<file path="src/rtl/seq_shifter.sv">
// Multi-cycle barrel-free shifter: captures an operand and shifts it one bit per clock.
// Define SEQ_SHIFTER_FAST_EN to take 4-bit strides while 4 or more bits remain.
module seq_shifter #(
  parameter int WIDTH = 32,
  localparam int SW = (WIDTH > 1) ? $clog2(WIDTH) : 1
) (
  input  logic             clk,
  input  logic             rst,
  input  logic             start,
  input  logic [WIDTH-1:0] A,
  input  logic [SW-1:0]    shamt,
  input  logic             drxn,
  input  logic             type_i,
  output logic [WIDTH-1:0] out,
  output logic             busy,
  output logic             done
);

  typedef enum logic [1:0] {IDLE, SHIFT, DONE} state_e;

  state_e           state_q;
  logic [WIDTH-1:0] work_q, out_q, shift_d;
  logic [SW-1:0]    cnt_q, step;
  logic             drxn_q, type_q, busy_q, done_q;

`ifdef SEQ_SHIFTER_FAST_EN
  assign step = (cnt_q >= SW'(4)) ? SW'(4) : SW'(1);
`else
  assign step = SW'(1);
`endif

  // Arithmetic right fill comes from the working MSB, which always holds the captured A[WIDTH-1].
  always_comb begin
    shift_d = work_q;
    if (drxn_q)      shift_d = work_q << step;
    else if (type_q) shift_d = $unsigned($signed(work_q) >>> step);
    else             shift_d = work_q >> step;
  end

  always_ff @(posedge clk) begin
    if (rst) begin
      state_q <= IDLE;
      work_q  <= '0;
      cnt_q   <= '0;
      drxn_q  <= 1'b0;
      type_q  <= 1'b0;
      out_q   <= '0;
      busy_q  <= 1'b0;
      done_q  <= 1'b0;
    end else begin
      case (state_q)
        IDLE, DONE: begin
          done_q <= 1'b0;
          if (start) begin
            work_q  <= A;
            cnt_q   <= shamt;
            drxn_q  <= drxn;
            type_q  <= type_i;
            busy_q  <= 1'b1;
            state_q <= SHIFT;
          end else begin
            state_q <= IDLE;
          end
        end
        SHIFT: begin
          if (cnt_q == '0 || cnt_q == step) begin
            // shamt == 0 completes on the first edge with the operand untouched.
            out_q   <= (cnt_q == '0) ? work_q : shift_d;
            cnt_q   <= '0;
            busy_q  <= 1'b0;
            done_q  <= 1'b1;
            state_q <= DONE;
          end else begin
            work_q <= shift_d;
            cnt_q  <= cnt_q - step;
          end
        end
        default: state_q <= IDLE;
      endcase
    end
  end

  assign out  = out_q;
  assign busy = busy_q;
  assign done = done_q;

endmodule

</file>
<file path="config.mk">
export PLATFORM = sky130hd
export DESIGN_NAME = seq_shifter
export DESIGN_NICKNAME = d
export VERILOG_FILES = /design/src/rtl/seq_shifter.sv
export SDC_FILE = /design/constraint.sdc
export NUM_CORES = 1
export LEC_CHECK = 0
export CAP_MARGIN = 20
export CORE_UTILIZATION = 39
export CTS_CLUSTER_DIAMETER = 60
export DETAILED_ROUTE_END_ITERATION = 12
export DONT_BUFFER_PORTS = 1
export GPL_ROUTABILITY_DRIVEN = 0
export MAX_ROUTING_LAYER = met4
export PLACE_DENSITY = 0.58
export RECOVER_POWER = 25
export SYNTH_ARGS = -nofsm -noshare
export SYNTH_HDL_FRONTEND = slang
export SYNTH_SLANG_ARGS = --single-unit
</file>
<file path="constraint.sdc">
create_clock -name clk -period 3.3 [get_ports clk]
set_input_delay 0.825 -clock clk [delete_from_list [all_inputs] [get_ports clk]]
set_output_delay 0.825 -clock clk [all_outputs]
set_load 0.01 [all_outputs]
</file>
After elaboration in Yosys (flattened, before gate mapping):

Cells that the tools add are included.

* register bits after elaboration: 75
* output and inout bits: 34

* $add $sub $neg: 1
* eq/ne operators: 6
* multiplexer cells: 17
* reductions and logical operators: 11

Operators by type and width (count)
* 32-bit two-way mux: 5
* 32-bit case mux with 2 select lines: 1
* 5-bit two-way mux: 2
* 5-bit case mux with 2 select lines: 1
* 2-bit AND reduction: 4
* 2-bit inequality test (second input constant): 3
* 3-bit AND reduction: 2
* 5-bit by 1-bit == test with 1-bit output (second input constant): 1
* 5-bit logical NOT: 1
* 5-bit by 1-bit subtractor with 5-bit output (second input constant): 1
* 1-bit two-way mux: 4
* 1-bit case mux with 2 select lines: 2
* 2-bit case mux with 2 select lines: 1
* 2-bit by 1-bit == test with 1-bit output (second input constant): 1
* 2-bit == test (second input constant): 1
* 2-bit logical NOT: 1
* 2-bit two-way mux: 1
* 2-bit nonzero test: 1
* 2-bit OR reduction: 1
* 1-bit logical OR: 1

Logic depth before layout (Yosys ltp):

* word-level depth: 4
* gate-level depth with buffers: 8
* mapped depth without buffers: 6

Worst setup path before layout:

No wires, ideal clock.

* kind: input to register
* from: input port start
* to: register work_q[18]
* library setup time: 0.070 ns
* arrival time: 1.899 ns
* data required time: 3.230 ns
* path slack: 1.330 ns
* cell stages on the path: 5
* path buffers: 2
* cells stage by stage: nor2b_1 clkbuf_1 buf_1 o221ai_1 a21oi_1

* cells in the longest elaborated chain, start to end: 2

RTL lines
* start: declaration: line 9 `input logic start,`
* 2-bit inequality test (no source line)
* 3-bit AND reduction (no source line)
* end signal: assignment: line 74 `work_q <= shift_d;`
* end: declaration: line 22 `logic [WIDTH-1:0] work_q, out_q, shift_d;`

Every way passes these cells.
A chain may end at the register's enable or synchronous reset.

Worst setup path in the final report:

* from: register drxn_q
* to: register out_q[26], in the netlist out[26]

* cells in the longest elaborated chain, start to end: 2

RTL lines
* start: declaration: line 24 `logic drxn_q, type_q, busy_q, done_q;`
* start signal: assignment: line 57 `drxn_q <= drxn;`
* 32-bit two-way mux: line 35 `if (drxn_q) shift_d = work_q << step;`
* 32-bit two-way mux: line 68 `out_q <= (cnt_q == '0) ? work_q : shift_d;`
* end signal: assignment: line 68
* end: declaration: line 22

Every way passes these cells.

==> results.yml <==
global_route:
  grt_start_max_net_pins: 65
  groute.usage.overall_pct: 21.0
  antenna_violations_before_repair: 0
  grt_overflow_total: 0
  grt_pass1_wl_um: 16300
  via_count_of_the_first_global_routing_pass: 3143
cts:
  clk-insertion-delay-late_ps: 340
  cts_resized: 0
  clkSlewWorstSetupHoldPaths_ps: 80
  clk_path_buf_depth: 2
  tritoncts: "done"
  cts-root-buf: "clkbuf_8"
  holdBufCountCts: 0
  h-tree-depth: 3
  clkSinkCount: 75
  cts_post_setup_buffers_inserted: 0
  tritoncts.num_buffers: 9
flow_run:
  drv.max_cap_violation_count: 1
timing:
  setup_tns_ps: 0
  min_period_ps: 2480
  timing.final.setup_violations: 0
  timing.slew.headroom_pct: -29.2
  slew_limit_fails: 36
  timing.final.hold_violations: 0
  fmaxAchievable_mhz: 403
  tightestPinTransition_ps: 1940
  finalCritPeriodShare_pct: 75.2
  rsz0062_at_grt: "false"
  clock_skew_ps: 9.55
floorplan:
  dieWidth_um: 101
  dieHeight_um: 101
  top_level_ports: 76
  die_area_um2: 10200
  effective_utilization_at_floorplan_pct: 40.8
  std_cell_rows: 35
  core_area_um2: 9370
power:
  power.leakage_nw: 1.31
  power-per-cell-area_nw_per_um2: 611
  power_switching_mw: 0.818
  irDropWorstVdd_uv: 314
  total_power_mw: 2.51
  internal-power_mw: 1.69
  power_switching_share_pct: 32.6
  clock_power_share_pct: 34.1
  seqPwrFrac_pct: 43.4
  power_frac_comb_pct: 22.6
status:
  failed_checks: "max-capacitance violations, max-slew violations"
  outcome: "complete, but fails checks"
placed_design:
  place_hpwl_um: 6140
  port_buffers: 0
drt:
  dr.pass1.iters: 4
  routedWlPerCell_um: 18.4
  initial_detailed_routing_violation_count: 197
  totalWireLength_um: 9840
  drc: 0
  routed_via_density: 5.98
  vias: 3193
  ant_nets: 0
critical_path:
  timing.critical_path.slowest_stage_cell: "dfxtp_1"
  crit_path_end_kind: "flip-flop"
  r2r-end: "out[26]"
  critical_path.cell_chain: "mux2i_1 > nor2_1 > a21oi_1 > o2bb2ai_2"
  rrSetupSlack_ps: 820
  worst_ep_arrival_time_ps: 2680
  critical_path.reg2reg.startpoint: "drxn_q"
  critical_path.max_stage_delay_ps: 1630
  timing.critical_path.from_type: "flip-flop"
  worst-r2r-cell-count: 4
  required_ps: 3500
  worstPathMaxFanout: 35
  critical_path_class: "flip-flop to flip-flop"
logic_synthesis:
  yosysWarnings: 0
  synth_cell_types: 39
  post_synth.cell_area_avg_um2: 8.99
  async_flop_share_pct: 0
  synth-compound-area-share_pct: 30.7
  postSynthCellCount: 425
  yosys.area_share.xor_xnor_pct: 0
  synth_fa_ha_area_share_pct: 0.982
  synth_top_family_by_area: "compound AO/OA/AOI/OAI gates"
  seq_area_frac_synth_pct: 39.3
  synthMuxAreaShare_pct: 8.15
  synth_edf_count: 0
  synth_area_um2: 3820
  yosys_most_used_dff: "dfxtp_1"
  ys_seq_elements: 75
  synthesis.nets: 470
  synth_simple_gate_area_share_pct: 14.6
final_layout:
  post_route_cells_drive_above_1_share_pct: 15.6
  syn_to_final_growth_pct: 7.46
  finalNetCount: 445
  multi_input_area_um2: 2120
  insertedDiodeCount: 0
  postLayoutCoreUtil_pct: 43.8
  fill_cells: 968
  footprint_of_the_flip_flops_and_latches_um2: 1500
worst_hold_path:
  min_from: "type_q"
  worstHoldPathType: "flip-flop to flip-flop"
  worst_hold_path.endpoint: "type_q"
  min_path_cells: 2
## worst max-delay path by stage
stage / from / end / slack, ps / cells past startpoint
detailed placement: state_q[0] / work_q[3] / 1030 / 6
CTS: cnt_q[2] / out[29] / 1010 / 4
finish: drxn_q / out[26] / 820 / 4
global placement: cnt_q[0] / cnt_q[3] / 1050 / 7
global route: drxn_q / out[26] / 600 / 4
floorplan: start / work_q[18] / 1330 / 5
## cell usage in the layout (no fill, tap or decap), types with 2 or more instances in the layout
cell	instances
nor2b_4	2
a21oi_1	67
o2bb2ai_1	4
o221ai_1	31
nand2_1	41
mux2i_1	30
nand3_1	34
clkbuf_8	9
bufinv_16	3
dfxtp_1	75
buf_4	7
nor3b_1	2
inv_1	2
ha_1	3
o21a_1	4
nand2b_1	2
nor2_1	34
or3_2	2
clkinvlp_4	2
o2bb2ai_2	28
nor3_1	2
## registers in the layout, summed over array words and instances (netlist names)
name and flops:
out 32, work_q 32, cnt_q 5, state_q 2
busy 1, done 1, drxn_q 1, type_q 1
## synth_stat cells, types with 4 or more instances
library cell  instances  share of area, %
nor2_1               34               3.3
mux2i_1              30               7.9
o221ai_1             31               7.1
o2bb2ai_2            28                11
nand3_1              34               4.5
o2bb2ai_1             4              0.92
o21a_1                4              0.79
nand2_1              41               4.0
a21oi_1              68               8.9
buf_1                 4              0.39
dfxtp_1              75                39
clkbuf_1             31               3.0
buf_2                 5              0.65
## metal layers
metal  global-route usage (%)  share of wire [%]  wire (µm)  vias to the layer above
met4                     4.24               0.56         55                        0
met5                        -                  0          0                        -
met3                     6.73                8.1        792                        7
met2                     32.8                 47       4640                      103
li1                         -                  -          -                     1541
met1                     26.7                 44       4350                     1542
## cells by family (layout without fill, tap and decap cells)
logic type	Yosys count	count (layout)
AO/OA/AOI/OAI	145	145
adder cells (fa/ha/maj)	3	3
buffers and inverters	47	27
multiplexers	31	31
AND/OR/NAND/NOR	124	124
flip-flops	75	75
## cell type report
type / count / area share (%)
well taps: 129 / 3.93
clock buffers: 10 / 3.11
repair buffers: 8 / 1.77
clock inverters: 6 / 2.77
flip-flops and latches: 75 / 36.6
inverters: 3 / 0.274
multi-input cells: 303 / 51.6
## power by group through the flow
stage	Sequential, mW	Combinational, mW	Clock [mW]
after floorplan	1.07	0.484	0
after global placement	1.11	0.553	0
after detailed placement	1.11	0.565	0
after CTS	1.09	0.566	0.884
after global routing	1.10	0.637	0.925
final	1.09	0.567	0.855
## critical path, delay by kind of cell, from the launching register on
family,cells,cell delay [ps]
AO/OA/AOI/OAI,2,280
flip-flops,1,1630
multiplexers,1,350
AND/OR/NAND/NOR,1,70
## per-stage QoR
step	instance area, µm²	setup slack (ps)	hold WS [ps]	instances
final	4110	819	459	534
after global routing	4110	597	488	534
after floorplan	3820	1330	437	425
after CTS	4110	1010	462	534
after global placement	3870	1050	443	518
after detailed placement	3870	1030	451	518
Power figures use the tool's default switching activity.
